## src/rtl/filter_test_sequencer_pkg.sv

```systemverilog
`default_nettype none
// ============================================================================
// Module : filter_test_sequencer_pkg
// Brief  : Shared filter-test defines: FSM state encoding and default widths.
// Rev    : 1.0  initial release
// ============================================================================
package filter_test_sequencer_pkg;

    localparam int DEF_ADDR_W   = 8;
    localparam int DEF_DATA_W   = 32;
    localparam int DEF_FILT_LAT = 4;

    typedef enum logic [1:0] {
        ST_IDLE  = 2'd0,
        ST_FEED  = 2'd1,
        ST_DRAIN = 2'd2,
        ST_DUMP  = 2'd3
    } seqState_t;

endpackage
`default_nettype wire

```

## src/rtl/lat_pipe.sv

```systemverilog
`default_nettype none
// ============================================================================
// Module : lat_pipe
// Brief  : Valid + address delay line matching the filter latency.
// Rev    : 1.0  initial release
// ============================================================================
module lat_pipe #(
    parameter int DEPTH  = 5,
    parameter int ADDR_W = 8
) (
    input  logic              memClk,
    input  logic              rst,
    input  logic              inValid,
    input  logic [ADDR_W-1:0] inAddr,
    output logic              outValid,
    output logic [ADDR_W-1:0] outAddr
);

    logic [DEPTH-1:0]  r_valid;
    logic [ADDR_W-1:0] r_addr [DEPTH];

    // Address is zeroed when invalid so an idle slot never carries stale data.
    always_ff @(posedge memClk or negedge rst) begin
        if (!rst) begin
            r_valid <= '0;
            for (int i = 0; i < DEPTH; i++) begin
                r_addr[i] <= '0;
            end
        end else begin
            r_valid[0] <= inValid;
            r_addr[0]  <= inValid ? inAddr : '0;
            for (int i = 1; i < DEPTH; i++) begin
                r_valid[i] <= r_valid[i-1];
                r_addr[i]  <= r_addr[i-1];
            end
        end
    end

    assign outValid = r_valid[DEPTH-1];
    assign outAddr  = r_addr[DEPTH-1];

endmodule
`default_nettype wire

```

## src/rtl/filter_test_sequencer.sv

```systemverilog
`default_nettype none
// ============================================================================
// Module : filter_test_sequencer
// Brief  : Streams ROM stimulus through a filter, stores results, dumps them.
// Rev    : 1.0  initial release
// ============================================================================
module filter_test_sequencer
    import filter_test_sequencer_pkg::*;
#(
    parameter int ADDR_W   = DEF_ADDR_W,
    parameter int DATA_W   = DEF_DATA_W,
    parameter int FILT_LAT = DEF_FILT_LAT
) (
    input  logic              memClk,
    input  logic              rst,
    input  logic              start,
    input  logic [ADDR_W-1:0] numSamples,
    output logic [ADDR_W-1:0] romAddr,
    input  logic [DATA_W-1:0] romData,
    output logic [DATA_W-1:0] filtIn,
    input  logic [DATA_W-1:0] filtOut,
    output logic [ADDR_W-1:0] ramAddr,
    output logic [DATA_W-1:0] ramData,
    output logic              ramWren,
    input  logic [DATA_W-1:0] ramQ,
    output logic              busy,
    output logic              done,
    output logic              dumpValid,
    input  logic              dumpReady,
    output logic [DATA_W-1:0] dumpData
);

    localparam int               c_cntW      = ADDR_W + 1;
    localparam int               c_pipeDepth = FILT_LAT + 1;
    localparam logic [c_cntW-1:0] c_one      = c_cntW'(1);

    seqState_t         r_state, w_stateNext;
    logic [c_cntW-1:0] r_numN, r_issueCnt, r_wrCnt, r_rdCnt;
    logic [c_cntW-1:0] w_issueNext, w_wrNext, w_rdNext, w_numDecoded;
    logic              r_romPending, r_done, r_dumpValid;
    logic              w_accept, w_issue, w_toDump, w_handshake, w_lastBeat;
    logic              w_pipeValid;
    logic [ADDR_W-1:0] w_pipeAddr;

    assign w_issueNext  = r_issueCnt + c_one;
    assign w_wrNext     = r_wrCnt + c_one;
    assign w_rdNext     = r_rdCnt + c_one;
    // A zero request means the full 2^ADDR_W address space.
    assign w_numDecoded = (numSamples == '0) ? {1'b1, {ADDR_W{1'b0}}} : {1'b0, numSamples};

    lat_pipe #(
        .DEPTH  (c_pipeDepth),
        .ADDR_W (ADDR_W)
    ) u_latPipe (
        .memClk   (memClk),
        .rst      (rst),
        .inValid  (w_issue),
        .inAddr   (r_issueCnt[ADDR_W-1:0]),
        .outValid (w_pipeValid),
        .outAddr  (w_pipeAddr)
    );

    always_ff @(posedge memClk or negedge rst) begin
        if (!rst) begin
            r_state <= ST_IDLE;
        end else begin
            r_state <= w_stateNext;
        end
    end

    always_comb begin
        w_stateNext = r_state;
        w_accept    = 1'b0;
        w_issue     = 1'b0;
        w_toDump    = 1'b0;
        w_handshake = 1'b0;
        w_lastBeat  = 1'b0;
        romAddr     = '0;
        ramAddr     = '0;
        case (r_state)
            ST_IDLE: begin
                // The done cycle still reads as IDLE but must not accept a new run.
                if (start && !r_done) begin
                    w_accept    = 1'b1;
                    w_stateNext = ST_FEED;
                end
            end
            ST_FEED: begin
                w_issue = 1'b1;
                romAddr = r_issueCnt[ADDR_W-1:0];
                ramAddr = w_pipeAddr;
                if (w_issueNext == r_numN) begin
                    w_stateNext = ST_DRAIN;
                end
            end
            ST_DRAIN: begin
                ramAddr = w_pipeAddr;
                if (w_pipeValid && (w_wrNext == r_numN)) begin
                    w_toDump    = 1'b1;
                    w_stateNext = ST_DUMP;
                end
            end
            ST_DUMP: begin
                w_handshake = r_dumpValid & dumpReady;
                ramAddr     = w_handshake ? w_rdNext[ADDR_W-1:0] : r_rdCnt[ADDR_W-1:0];
                if (w_handshake && (w_rdNext == r_numN)) begin
                    w_lastBeat  = 1'b1;
                    w_stateNext = ST_IDLE;
                end
            end
            default: begin
                w_stateNext = ST_IDLE;
            end
        endcase
    end

    always_ff @(posedge memClk or negedge rst) begin
        if (!rst) begin
            r_numN       <= '0;
            r_issueCnt   <= '0;
            r_wrCnt      <= '0;
            r_rdCnt      <= '0;
            r_romPending <= 1'b0;
            r_done       <= 1'b0;
            r_dumpValid  <= 1'b0;
        end else begin
            r_romPending <= w_issue;
            r_done       <= w_lastBeat;
            r_dumpValid  <= (r_state == ST_DUMP) && !w_lastBeat;
            if (w_accept) begin
                r_numN     <= w_numDecoded;
                r_issueCnt <= '0;
                r_wrCnt    <= '0;
            end else begin
                if (w_issue) begin
                    r_issueCnt <= w_issueNext;
                end
                if (w_pipeValid) begin
                    r_wrCnt <= w_wrNext;
                end
            end
            if (w_toDump) begin
                r_rdCnt <= '0;
            end else if (w_handshake) begin
                r_rdCnt <= w_rdNext;
            end
        end
    end

    assign filtIn    = r_romPending ? romData : '0;
    assign ramWren   = w_pipeValid;
    assign ramData   = w_pipeValid ? filtOut : '0;
    assign busy      = (r_state != ST_IDLE);
    assign done      = r_done;
    assign dumpValid = r_dumpValid;
    assign dumpData  = r_dumpValid ? ramQ : '0;

endmodule
`default_nettype wire

```

## config.mk

```make
export PLATFORM = sky130hd
export DESIGN_NAME = filter_test_sequencer
export DESIGN_NICKNAME = d
export VERILOG_FILES = /design/src/rtl/filter_test_sequencer_pkg.sv /design/src/rtl/lat_pipe.sv /design/src/rtl/filter_test_sequencer.sv
export SDC_FILE = /design/constraint.sdc
export NUM_CORES = 1
export LEC_CHECK = 0
export ABC_CLOCK_PERIOD_IN_PS = 7200
export CORE_AREA = 2 2 107 109
export DETAILED_ROUTE_END_ITERATION = 8
export DIE_AREA = 0 0 109 111
export HOLD_SLACK_MARGIN = 0.08
export PLACE_DENSITY = 0.89
export SLEW_MARGIN = 20
export SYNTH_ARGS = -nofsm -noshare
export SYNTH_HDL_FRONTEND = slang
export SYNTH_SLANG_ARGS = --single-unit
export TNS_END_PERCENT = 20
```

## constraint.sdc

```tcl
create_clock -name memClk -period 7.2 [get_ports memClk]
set_input_delay 0.72 -clock memClk [delete_from_list [all_inputs] [get_ports memClk]]
set_output_delay 0.72 -clock memClk [all_outputs]
set_load 0.005 [all_outputs]
```

# Yosys cells after proc, flatten, opt, wreduce, memory -nomap -nowiden
# Cells that the tools add are included.
# op_classes
addsub	3
eq_ne	10
n_mux	27
bitwise	1
n_reduce_logical	14
# ops
cell	count
32-bit 2-to-1 mux	3
9-bit 2-to-1 mux	7
9-bit by 1-bit adder with 9-bit output (second input constant)	3
9-bit == test	3
8-bit 2-to-1 mux	3
8-bit case mux with 2 select lines	1
8-bit zero test	1
1-bit 2-to-1 mux	8
2-bit 2-to-1 mux	4
2-bit inequality test (second input constant)	4
2-bit case mux with 4 select lines	1
2-bit nonzero test	4
2-bit == test (second input constant)	2
1-bit logical AND	4
4-bit AND reduction	1
2-bit by 1-bit == test with 1-bit output (second input constant)	1
1-bit zero test	2
2-bit zero test	1
2-bit OR reduction	1
1-bit AND	1
# word_totals
register_bits	86
output_inout_bits	116
elab_cells	69

# Longest topological paths before layout
# depth
depth_word	7
ltp_mapped	9
ltp_nobuf	8

# Modules after synthesis
# A second synthesis with hierarchy kept.
# unflattened
cells_unflattened	503
area_unflattened_um2	4789.6
# modules_own_cells
mod	n_inst	cells_per_inst	area_per_inst_um2	seq_area_each_um2
filter_test_sequencer	1	442	3553.4	1026.0
lat_pipe	1	61	1236.2	1126.1

# Worst setup path before layout
# Ideal clock, no wire load.
# synth_timing
kind	flip-flop to flip-flop
startpoint	register r_rdCnt[1]
endpoint	register r_state[0]
setup_time_ns	0.119
arrival_time_ns	2.273
t_required_ns	7.081
setup_slack_ns	4.809
path_stages_with_launch	9
n_path_buf	0
synth_period_minus_slack_ns	2.391
path_cell_list	dfrtp_1 ha_1 xor2_1 a2111oi_1 o211ai_1 a211oi_2 a31oi_2 or4_1 o21a_1
# synth_between
elab_chain_cells	5
# synth_lines
item	line_no	rtl
start: declaration	filter_test_sequencer.sv:38	logic [c_cntW-1:0] r_numN, r_issueCnt, r_wrCnt, r_rdCnt;
start signal: assignment	filter_test_sequencer.sv:145	r_rdCnt <= w_rdNext;
9-bit by 1-bit adder with 9-bit output	filter_test_sequencer.sv:47	assign w_rdNext = r_rdCnt + c_one;
9-bit == test	filter_test_sequencer.sv:106	if (w_handshake && (w_rdNext == r_numN)) begin
1-bit logical AND	filter_test_sequencer.sv:106	
2-bit inequality test (no source line)	n/a	
4-bit AND reduction (no source line)	n/a	
end signal: assignment	filter_test_sequencer.sv:67	r_state <= w_stateNext;
end: declaration	filter_test_sequencer.sv:37	seqState_t r_state, w_stateNext;
# No other way between the ends.
# A chain may end at the register's enable or synchronous reset.

# Worst setup path after layout
# layout_timing
startpoint	register r_dumpValid (netlist: dumpValid)
endpoint	output ramAddr[6]
# layout_between
elab_chain_cells	3
# layout_lines
item	line_no	rtl
start: declaration	filter_test_sequencer.sv:40	logic r_romPending, r_done, r_dumpValid;
start signal: assignment	filter_test_sequencer.sv:129	r_dumpValid <= (r_state == ST_DUMP) && !w_lastBeat;
1-bit AND	filter_test_sequencer.sv:104	w_handshake = r_dumpValid & dumpReady;
8-bit 2-to-1 mux	filter_test_sequencer.sv:105	ramAddr = w_handshake ? w_rdNext[ADDR_W-1:0] : r_rdCnt[ADDR_W-1:0];
8-bit case mux with 2 select lines	filter_test_sequencer.sv:80	case (r_state)
end: declaration	filter_test_sequencer.sv:22	output logic [ADDR_W-1:0] ramAddr,
# No other way between the ends.

==> metrics.yaml <==
outcome: "complete, no violations"
ant_nets: 0
synthCells: 508
core_area_um2: 11100
synth_top_family_by_area: "simple AND/OR/NAND/NOR gates"
yosysTopAreaCellShare_pct: 44.2
cellPowerDensity_nw_per_um2: 308
max_freq_mhz: 295
syn_area_per_cell_um2: 9.48
syn_area_um2: 4820
ys_warn_count: 0
synth_common_cells: "and2_1 (104), dfrtp_1 (85), nor2_1 (52)"
antenna_found_initial: 0
io_pins: 224
start_kind: "flop"
slew_violations: 0
clk_pin_slew_worst_paths_ns: 0.07
placed_area_um2: 7050
fillCellCount: 818
tns_ns: 0
synthSimpleGateAreaFrac_pct: 27.4
routed_wl_um: 13400
die_x_um: 109
power.leakage_uw: 0.00305
finalCritPeriodShare_pct: 47.1
synth.mux.area_fraction_pct: 2.26
vias: 4418
drtIter0Drc: 358
setup.worst_path.class: "flop to output port"
final_cells: 853
drive_above_1_share_pct: 4.93
vias_per_cell: 5.18
cts_hold_buf: 0
crit_chain: "nand2_1 > nor3_1 > xor2_1 > a22oi_1 > nor2_1 > clkdlybuf4s50_1"
yosysSeqAreaShare_pct: 44.2
die_y_um: 111
h-tree-depth: 3
wire_per_inst_um: 15.7
insertion_delay_ns: 0.34
drtPass1Iterations: 5
placed_cells: 837
cts_tree: "done"
crit_fanout: 38
grt_pass1_vias: 4572
post-dp-hpwl_um: 10000
period_minus_slack_ns: 3.39
r2r_slack_ns: 4.26
end_kind: "output port"
ir_drop_uv: 175
start_util_pct: 43.5
cp_slowest_cell: "dfrtp_1"
rsz0062_at_grt: "false"
grt_pass1_wl_um: 21400
grt-ovfl-total: 0
setup-violations-final: 0
rows: 39
layout.nets: 820
antenna_cells: 0
hold_class: "flop to flop"
postCtsSetupBuffers: 0
fin_area_um2: 7350
routabilityCongestion: 0.931
async_flop_share_pct: 100
yosysMostFrequentCell: "and2_1"
synth_seq_cells: 85
dieArea_um2: 12100
cts_sinks: 85
cp.arrival_ns: 2.67
synthFlopType: "dfrtp_1"
post_cts_resized: 0
drc: 0
slew_headroom_pct: 33.9
slowest_delay_ns: 0.88
synth_xor_area_share_pct: 10.7
synth_edf_count: 0
synth_area_leaders: "dfrtp_1 (44%), and2_1 (14%), xnor2_1 (6.0%)"
syn_nets: 623
power_uw: 2270
area.growth.synth_to_final_pct: 52.6
track_usage_pct: 22.4
clock-skew-final_ns: 0.0132
max_cap_violations: 0
cts_made_buffers: 9
cts.path.max_buffers: 2
worst_slew_pin_slew_ns: 0.991
required_ns: 6.48
cts-root-buf: "clkbuf_16"
yosys.area.top_type: "dfrtp_1"
ys_types: 58
yosys.area_share.adder_pct: 1.82
synth_compound_area_share_pct: 8.91
port_buffers: 223
grt_max_degree: 86
hold_viol_final: 0
-- cell type report --
class	instances	area (um^2)	share of cell area, %
clock buffer	9	225	3.06
clock inverter	7	73.8	1.00
inverter	13	48.8	0.664
multi-input combinational	372	2460	33.4
sequential	85	2130	28.9
tap	143	179	2.43
timing repair buffer	224	2240	30.5
-- sequential cells by signal, indices dropped and copies added, names as in the netlist --
name / count
u_latPipe.r_addr: 32
r_issueCnt: 9
r_rdCnt: 9
u_latPipe.outAddr: 8
u_latPipe.r_valid: 5
r_state: 2
done: 1
dumpValid: 1
r_numN: 9
r_wrCnt: 9
-- per-stage QoR --
step                      hold WS [ns]  setup WS, ns  utilization (%)
after floorplan                  0.331          4.81                -
after global placement           0.333          3.93             63.7
after detailed placement         0.335          3.87             63.7
after CTS                        0.348          3.78             66.4
after global routing             0.354          3.56             66.4
final                            0.345          3.81             66.4
-- worst max-delay path, delay by kind of cell, from the launching register on --
| kind | cells | cell delay, ns |
|---|---|---|
| flip-flops | 1 | 0.88 |
| AND/OR/NAND/NOR | 3 | 0.67 |
| buffers and inverters | 1 | 0.51 |
| XOR/XNOR | 1 | 0.18 |
| AO/OA/AOI/OAI | 1 | 0.09 |
-- placed cells by master (no fill, tap or decap), types with 4 or more instances in the layout --
| cell type | count |
|---|---|
| clkdlybuf4s50_1 | 222 |
| and2_1 | 104 |
| dfrtp_1 | 85 |
| nor2_1 | 52 |
| xnor2_1 | 33 |
| nand2_1 | 26 |
| xor2_1 | 24 |
| nand3_1 | 18 |
| inv_1 | 13 |
| nand4_1 | 10 |
| o21ai_0 | 10 |
| a22oi_1 | 9 |
| clkbuf_16 | 9 |
| ha_1 | 7 |
| mux2_2 | 6 |
| and3_1 | 5 |
| nor3_1 | 4 |
| o221ai_1 | 4 |
| nor4_1 | 4 |
-- power breakdown --
group,leakage [uW],internal (uW),switching [uW]
clock,0.000141,245,206
sequential,0.00113,590,216
combinational,0.00177,588,422
-- worst paths after layout --
kind	startpoint	depth (start not counted)	endpoint
setup / recovery	dumpValid	6	ramAddr[6]
hold / removal	u_latPipe.r_addr[17]	0	u_latPipe.r_addr[9]
setup reg to reg	r_rdCnt[0]	7	r_state[0]
hold reg to reg	u_latPipe.r_addr[17]	0	u_latPipe.r_addr[9]
max in group asynchronous	rst	1	u_latPipe.r_addr[33]
min in group asynchronous	rst	1	r_numN[0]
-- per-layer routing --
metal  global-route usage, %  wire length (um)  up-vias
met5                       0                 0        -
met4                    8.63               350        0
met3                    5.58              1160       36
met2                    40.1              6960      247
met1                    25.0              4950     2056
li1                        -                 -     2079
-- logic make-up after synthesis --
| group | Yosys count |
|---|---|
| simple gates | 242 |
| compound gates | 55 |
| mux | 10 |
| flops | 85 |
| xor+xnor | 58 |
| fa+ha+maj | 7 |
| buf+inv | 51 |
Power figures use the tool's default switching activity.
